### src/rtl/reg_file_8x32.sv
// 8-entry register file with R0 hardwired to zero, two combinational read ports,
// one write port and a wrapping commit counter. Define REG_FILE_BYPASS_EN for write-to-read forwarding.
module reg_file_8x32 #(
  parameter int DATA_W = 32
) (
  input  logic              clk,
  input  logic              reset_n,
  input  logic              RegWrite,
  input  logic [2:0]        write_reg,
  input  logic [DATA_W-1:0] write_data,
  input  logic [2:0]        read_reg_1,
  input  logic [2:0]        read_reg_2,
  output logic [DATA_W-1:0] read_data_1,
  output logic [DATA_W-1:0] read_data_2,
  output logic [7:0]        write_count
);

  logic [DATA_W-1:0] regs_q [1:7];
  logic [DATA_W-1:0] rf_view [8];
  logic [7:0]        wr_en;
  logic [7:0]        count_q;
  logic [7:0]        count_d;
  logic              commit;

  // NOTE: every signal driven in always_comb gets a default first, so no path can infer a latch.
  always_comb begin
    wr_en = 8'h00;
    if (RegWrite) begin
      case (write_reg)
        3'd1:    wr_en = 8'b0000_0010;
        3'd2:    wr_en = 8'b0000_0100;
        3'd3:    wr_en = 8'b0000_1000;
        3'd4:    wr_en = 8'b0001_0000;
        3'd5:    wr_en = 8'b0010_0000;
        3'd6:    wr_en = 8'b0100_0000;
        3'd7:    wr_en = 8'b1000_0000;
        default: wr_en = 8'h00;
      endcase
    end
  end

  assign commit  = |wr_en[7:1];
  assign count_d = commit ? count_q + 8'd1 : count_q;

  // NOTE: this storage is reset explicitly, because reset must clear R1..R7 without a clock; plain RAM arrays normally stay unreset.
  always_ff @(posedge clk or negedge reset_n) begin
    if (!reset_n) begin
      for (int i = 1; i < 8; i++) regs_q[i] <= '0;
      count_q <= 8'd0;
    end else begin
      // NOTE: sequential state uses non-blocking assignments so every register samples pre-edge values.
      for (int i = 1; i < 8; i++) begin
        if (wr_en[i]) regs_q[i] <= write_data;
      end
      count_q <= count_d;
    end
  end

  // Index 0 of the read view is a constant zero, so R0 needs no storage.
  always_comb begin
    rf_view[0] = '0;
    for (int i = 1; i < 8; i++) rf_view[i] = regs_q[i];
  end

  always_comb begin
    read_data_1 = '0;
    read_data_2 = '0;
    if (reset_n) begin
      read_data_1 = rf_view[read_reg_1];
      read_data_2 = rf_view[read_reg_2];
`ifdef REG_FILE_BYPASS_EN
      if (RegWrite && (write_reg != 3'd0) && (read_reg_1 == write_reg)) read_data_1 = write_data;
      if (RegWrite && (write_reg != 3'd0) && (read_reg_2 == write_reg)) read_data_2 = write_data;
`endif
    end
  end

  assign write_count = count_q;

endmodule

### config.mk
export PLATFORM = sky130hd
export DESIGN_NAME = reg_file_8x32
export DESIGN_NICKNAME = d
export VERILOG_FILES = /design/src/rtl/reg_file_8x32.sv
export SDC_FILE = /design/constraint.sdc
export NUM_CORES = 1
export LEC_CHECK = 0
export CAP_MARGIN = 20
export CORE_MARGIN = 1.5
export CORE_UTILIZATION = 54
export CTS_BUF_LIST = sky130_fd_sc_hd__clkbuf_8
export DETAILED_ROUTE_END_ITERATION = 7
export GPL_TIMING_DRIVEN = 0
export PLACE_DENSITY = 0.76
export SLEW_MARGIN = 30
export SYNTH_ARGS = -nofsm -noshare
export SYNTH_HDL_FRONTEND = slang
export SYNTH_SLANG_ARGS = --single-unit
### constraint.sdc
create_clock -name clk -period 3.8 [get_ports clk]
set_input_delay 0.57 -clock clk [delete_from_list [all_inputs] [get_ports clk]]
set_output_delay 0.57 -clock clk [all_outputs]
set_load 0.1 [all_outputs]
==> results of run 1 <==
[registers in the layout, summed over array words and instances (netlist names)]
name and count:
regs_q 224, write_count 8
[area by class of cell]
cell class	instances	area share
sequential	232	0.386
clock buffer	56	0.0513
multi-input combinational	545	0.414
clock inverter	20	0.00625
inverter	3	0.000750
buffer	82	0.0345
timing repair buffer	111	0.0827
tap	285	0.0237
[cells by family (layout without fill, tap and decap cells)]
kind of cell	Yosys count	after routing	synth area share
AND/OR/NAND/NOR	55	55	0.0223
multiplexers	353	353	0.381
flip-flops	232	232	0.462
AO/OA/AOI/OAI	129	129	0.0861
adder cells (fa/ha/maj)	1	1	0.000996
buffers and inverters	85	272	0.0419
XOR/XNOR	7	7	0.00488
[cell usage in the layout, fill, tap and decap left out, drive strengths merged]
cell | synthesis | final
buf | 56 | 60
o21ai | 33 | 33
clkdlybuf4s50 | 0 | 43
nand4b | 3 | 3
xnor2 | 6 | 6
nand4bb | 1 | 1
and4bb | 1 | 1
dlygate4sd2 | 0 | 4
o211a | 31 | 31
a221o | 31 | 31
clkbuf | 26 | 82
clkdlybuf4s18 | 0 | 1
nand4 | 2 | 2
mux2 | 289 | 289
xor2 | 1 | 1
clkinv | 0 | 5
clkinvlp | 0 | 2
a31oi | 1 | 1
a221oi | 32 | 32
nand3b | 1 | 1
nor4bb | 1 | 1
mux4 | 64 | 64
inv | 3 | 16
or3 | 1 | 1
o311ai | 1 | 1
nand3 | 2 | 2
nor3 | 1 | 1
dfrtp | 232 | 232
clkdlybuf4s15 | 0 | 59
nor2b | 2 | 2
nor2 | 34 | 34
nand2 | 4 | 4
ha | 1 | 1
and3 | 2 | 2
[cells in the mapped netlist, types with 2 or more instances]
cell type  instances  area [sq um]
a221oi_1          32           280
buf_2             32           160
and3_1             2          12.5
nand4_1            2          12.5
o21ai_1           11          55.1
xnor2_1            6          52.6
inv_1              3          11.3
mux2_1            78           878
buf_6             14           158
nand3_1            2          10.0
a221o_1           31           310
nand2_1            4          15.0
nor2_1            34           128
nand4b_1           2          17.5
dfrtp_1          232          5810
mux4_1             5           131
mux2_4            20           300
o21ai_0           22           110
clkbuf_1          26          97.6
mux2_2           191          2150
o211a_1           31           310
buf_12             2          40.0
nor2b_1            2          12.5
buf_4              8          60.1
mux4_2            59          1330
[per-layer routing]
metal	up-vias	routed length (microns)	track usage
met5	-	0	0
met4	0	988	0.107
met3	86	2210	0.0490
met2	360	16000	0.462
met1	4569	14000	0.380
li1	3697	-	-
[where the power goes]
part	internal (W)	leakage (nW)	switching, W	total [W]
Sequential	0.00304	2.78	0.000415	0.00345
Clock	0.00132	0.491	0.00106	0.00238
Combinational	0.00115	3.22	0.00148	0.00263
[worst paths after layout]
check | from | endpoint
worst max-delay path | read_reg_2[1] | read_data_2[31]
worst min-delay path | reset_n | regs_q[192]$_DFFE_PN0P_
worst max register to register | write_count[0]$_DFFE_PN0P_ | write_count[4]$_DFFE_PN0P_
worst min register to register | write_count[7]$_DFFE_PN0P_ | write_count[7]$_DFFE_PN0P_
max in group asynchronous | reset_n | regs_q[13]$_DFFE_PN0P_
min in group clk | RegWrite | write_count[0]$_DFFE_PN0P_
[per-stage QoR]
stage / instance area (sq um) / TNS [ns]
floorplan: 12600 / 0
global placement: 14000 / -2343.98
detailed placement: 14100 / -38.42
CTS: 15000 / 0
global route: 15000 / 0
finish: 15000 / 0
[repair_timing]
item                                    in CTS  in global routing
gates resized for setup                    188                  0
hold endpoints to repair                    72                  0
endpoints found under the setup margin      64                  0
hold buffers                                 1                  0
buffers inserted                             0                  0
==> reports/results.md, run 1 <==
Cells and area
* 0 — diode insertion count for antenna repair
* 5810 sq um — area taken by flip-flops and latches
* 1709 — number of fillers in the final layout
* 19.6% — area delta synth->final
* 0.437 — proportion of layout cells with a drive suffix above 1
* 1334 — fin cells
* 0.662 — utilization after layout
* 6220 sq um — area of the multi-input gates
* 1062 — number of nets in the final layout

Detailed routing
* 8712 — via count
* 565 — violation count after the first detailed-routing iteration
* 5 — number of detailed-route iterations in the first pass
* 0 — number of DRC violations after detailed routing
* 6.53 — via density per instance
* 33200 microns — overall routed net length
* 24.9 microns — wire length per cell after detailed routing
* 0 — post-detailed-route count of antenna-violating nets

Yosys
* 1.00 — fraction of registers with async set or reset after synthesis
* 0.462 — sequential element share of the synthesized area
* 36 — distinct cell type count after synthesis
* 0 — count of flip-flops with a built-in enable after synthesis
* 907 — net count after synthesis
* dfrtp_1 — dominant register cell in the synthesized netlist
* 0 — number of warnings printed during yosys synthesis
* 862 — Post-Syn Instances
* 232 — Yosys reg bits
* 14.6 sq um — average instance area after synthesis
* 12600 sq um — mapped cell area

Power and ir drop
* 485 uV — Max IR drop VDD
* 0.00846 W — overall power consumption
* 6.50 nW — cell leakage power
* 563 nW/um^2 — Power Density

Floorplan
* 55 — count of standard-cell rows
* 24200 sq um — die area
* 155 microns — Vert. Die Dim
* 116 — top-level port count
* 0.553 — Starting Density
* 22700 sq um — Core Area
* 155 microns — die width

Clock tree
* 0.06 ns — Reg clk slew, reported paths
* 232 — total number of clock tree sinks
* done — CTS tree
* clkbuf_8 — clock root buffer
* 3 — number of buffers on the longest clock path
* 2 — CTS H-Tree Depth
* 0.54 ns — latest clock arrival within the worst-skew pair
* 42 — CTS buffer count

Timing
* 0.968 ns — Tightest Pin Transition
* 0 — final count of pins violating max slew
* 0.272 GHz — maximum frequency from static timing analysis
* no — setup repair after global routing missed its margin
* 0.353 — Slew headroom
* 0.125 ns — slack of the critical path
* 3.68 ns — final critical-path required period
* 0.0416 ns — worst hold slack
* 0 — final hold vios
* 0.967 — ratio of final minimum period to clock period
* 0.00154 ns — final setup skew
* 0 — Setup-failing EPs final

Worst setup path
* 4 — worst reg2reg path depth
* output port — Worst setup EP type
* input port — launching element type of the critical path
* 8 — logic depth of the worst path, buffers included
* 3.11 ns — CP Data Arrival Time
* 10 — highest fanout seen on the critical path
* 2.64 ns — setup slack, reg-to-reg
* 3.23 ns — Critical Path RT
* buffers and inverters — dominant delay contributor by cell family on the critical path
* clkdlybuf4s50_1 > buf_6 > buf_6 > buf_4 > mux4_2 > o21ai_1 > nor2_1 > dlygate4sd2_1 — CP Cell Sequence
* dlygate4sd2_1 — slowest cell on the critical path
* 5 — Buf+Inv Stages, Crit Path
* buf_6 — Top cell by count, worst path
* in -> out — critical path class
* 0.89 ns — Max stage delay on crit path

Placement
* 21200 microns — HPWL after detailed placement
* 108 — buffers added on ports
* -0.742 ns — post-placement setup slack
* 0.818 — last weighted congestion value of the routability-driven placer
* 1257 — cell total after placement

Worst hold path
* in -> async — HP Class

GRT
* 9049 — via count of the first global-routing pass
* 0.283 — global routing usage summed across all routing layers
* 0 — remaining global-route overflow
* 88 — maximum number of pins on one net before global-route repair
* 51700 microns — first-pass GRT wire length
* 0 — antenna violations before repair

Run
* 0 — Max-Cap Viols

Run status
* finished clean — run status

Power figures use the tool's default switching activity.
==> run 2: changes to the inputs <==
--- a/config.mk
+++ b/config.mk
@@ -5,7 +5,7 @@
 export SDC_FILE = /design/constraint.sdc
 export NUM_CORES = 1
 export LEC_CHECK = 0
-export CAP_MARGIN = 20
+export CAP_MARGIN = 10
 export CORE_MARGIN = 1.5
 export CORE_UTILIZATION = 54
 export CTS_BUF_LIST = sky130_fd_sc_hd__clkbuf_8
==> results of run 2 <==
Final layout, timing and power as in run 1 (identical DEF).
==> run 3: changes to the inputs <==
--- a/config.mk
+++ b/config.mk
@@ -7,11 +7,11 @@
 export LEC_CHECK = 0
 export CAP_MARGIN = 10
 export CORE_MARGIN = 1.5
-export CORE_UTILIZATION = 54
+export CORE_UTILIZATION = 45
 export CTS_BUF_LIST = sky130_fd_sc_hd__clkbuf_8
 export DETAILED_ROUTE_END_ITERATION = 7
 export GPL_TIMING_DRIVEN = 0
-export PLACE_DENSITY = 0.76
+export PLACE_DENSITY = 0.69
 export SLEW_MARGIN = 30
 export SYNTH_ARGS = -nofsm -noshare
 export SYNTH_HDL_FRONTEND = slang
==> reports/results.md, run 3 (synthesis gave the netlist of run 1 again) <==
Power and ir drop
* 6.56 nW — cell leakage power
* 604 uV — Max IR drop VDD
* 0.288 — clock group share of total power
* 0.305 — combinational group share of total power
* 0.00849 W — overall power consumption
* 0.406 — share of power burned in registers
* 0.00554 W — cell internal pwr
* 0.00295 W — P_sw
* 570 nW/um^2 — Power Density
* 0.347 — switching share of power

Detailed routing
* 23.5 microns — wire length per cell after detailed routing
* 6.06 — via density per instance
* 0 — number of DRC violations after detailed routing
* 5 — number of detailed-route iterations in the first pass
* 8611 — via count
* 0 — post-detailed-route count of antenna-violating nets
* 33400 microns — overall routed net length
* 522 — violation count after the first detailed-routing iteration

Clock tree
* clkbuf_8 — clock root buffer
* 3 — number of buffers on the longest clock path
* 0.53 ns — latest clock arrival within the worst-skew pair
* 42 — CTS buffer count
* 0.06 ns — Reg clk slew, reported paths
* 0 — post-CTS setup buffer count
* done — CTS tree
* 2 — CTS H-Tree Depth
* 232 — total number of clock tree sinks

Worst setup path
* 4 — worst reg2reg path depth
* 2.94 ns — CP Data Arrival Time
* write_count[4]$_DFFE_PN0P_ — reg-to-reg critical path endpoint
* 67 — highest fanout seen on the critical path
* input port — launching element type of the critical path
* output port — Worst setup EP type
* 3.23 ns — Critical Path RT
* write_count[0]$_DFFE_PN0P_ — startpoint of the lowest-slack register-to-register path
* in -> out — critical path class
* 2.65 ns — setup slack, reg-to-reg

Timing
* 0.986 ns — Tightest Pin Transition
* 3.51 ns — final critical-path required period
* 0 — final count of pins violating max slew
* 0 — final hold vios
* 0.924 — ratio of final minimum period to clock period
* 0.340 — Slew headroom
* no — setup repair after global routing missed its margin
* 0.00416 ns — final setup skew
* 0 — Setup-failing EPs final
* 0.285 GHz — maximum frequency from static timing analysis

Cells and area
* 0.446 — proportion of layout cells with a drive suffix above 1
* 224 — max FFs per register
* regs_q — Reg with most FFs
* 18.7% — area delta synth->final
* 1063 — number of nets in the final layout
* dfrtp_1, mux2_2, mux2_1 — highest-count cells in the layout ignoring fill and taps
* 1421 — fin cells
* 0 — diode insertion count for antenna repair
* dfrtp_1 — leading cell type in the layout, fill and taps excluded

Floorplan
* 27200 sq um — Core Area
* 60 — count of standard-cell rows
* 170 microns — die width
* 170 microns — Vert. Die Dim
* 0.462 — Starting Density
* 28900 sq um — die area
* 116 — top-level port count

GRT
* 0 — remaining global-route overflow
* 0.235 — global routing usage summed across all routing layers
* 0 — antenna violations before repair
* 9026 — via count of the first global-routing pass
* 68 — maximum number of pins on one net before global-route repair
* 51700 microns — first-pass GRT wire length

Worst hold path
* in -> async — HP Class

Run
* 0 — Max-Cap Viols

Placement
* 21900 microns — HPWL after detailed placement
* 0.784 — last weighted congestion value of the routability-driven placer
* 1345 — cell total after placement
* 108 — buffers added on ports

Run status
* finished clean — run status

[run 3: changes by cell type in the layout (fill, tap and decap cells not counted), moves of 2 or more]
cell,delta
buf_2,+45
clkdlybuf4s15_2,-45
clkbuf_1,-4
clkbuf_2,+4
clkbuf_8,+4
clkdlybuf4s18_2,+4
dlygate4sd2_1,-4
clkinvlp_4,-2
inv_1,-2
[run 3: worst max path at each step]
stage	start	to	slack (ns)	depth (start not counted)
after floorplan	read_reg_1[1]	read_data_1[30]	0.39	5
after global placement	reset_n	read_data_1[1]	-8.41	6
after detailed placement	reset_n	read_data_2[14]	-0.90	7
after CTS	reset_n	read_data_2[27]	0.26	7
after global routing	reset_n	read_data_2[21]	0.11	7
final	reset_n	read_data_2[5]	0.29	7
[run 3: final cells by class]
| cell class | instances | area [sq um] |
|---|---|---|
| Buffer | 82 | 523 |
| Clock buffer | 60 | 826 |
| Clock inverter | 15 | 62.6 |
| Fill cell | 2309 | 12300 |
| Inverter | 3 | 11.3 |
| Multi-Input combinational cell | 545 | 6220 |
| Sequential cell | 232 | 5810 |
| Tap cell | 372 | 465 |
| Timing Repair Buffer | 112 | 988 |
[run 3: what timing repair did]
item	4_1_cts	5_1_grt
hold endpoints to repair	43	0
resized for setup	294	0
hold buffers	1	0
endpoints found under the setup margin	64	0
[run 3: through the flow]
| step | hold WS (ns) | utilization | setup slack, ns | TNS (ns) | instance area [sq um] |
|---|---|---|---|---|---|
| 3_3_place_gp | 0.478 | 0.519 | -8.41 | -2387.36 | 14100 |
| 3_5_place_dp | 0.481 | 0.522 | -0.900 | -50.55 | 14200 |
| 4_1_cts | 0.00388 | 0.549 | 0.259 | 0 | 14900 |
| 5_1_grt | 0.0148 | 0.549 | 0.107 | 0 | 14900 |
| 2_1_floorplan | 0.274 | - | 0.392 | 0 | 12600 |
| 6_report | 0.0139 | 0.549 | 0.287 | 0 | 14900 |
[run 3: power by group through the flow]
stage / Sequential (W) / Clock (W) / Combinational [W]
2_1_floorplan: 0.00360 / 0 / 0.00185
3_3_place_gp: 0.00345 / 0 / 0.00261
3_5_place_dp: 0.00347 / 0 / 0.00266
4_1_cts: 0.00344 / 0.00250 / 0.00261
5_1_grt: 0.00353 / 0.00261 / 0.00273
6_report: 0.00345 / 0.00245 / 0.00259
[run 3: per-layer routing]
| metal | global-route usage | part of all wire | vias to the layer above |
|---|---|---|---|
| met3 | 0.0542 | 0.068 | 73 |
| met1 | 0.314 | 0.44 | 4521 |
| li1 | - | - | 3687 |
| met4 | 0.0866 | 0.030 | 0 |
| met2 | 0.376 | 0.47 | 330 |
| met5 | 0 | 0 | - |
[run 3: critical path, cell delays in order]
cell             delay, ns
buf_8                 0.12
buf_16                0.28
buf_16                0.33
clkbuf_1              0.41
clkbuf_2              0.37
o211a_1               0.22
clkdlybuf4s15_2       0.56
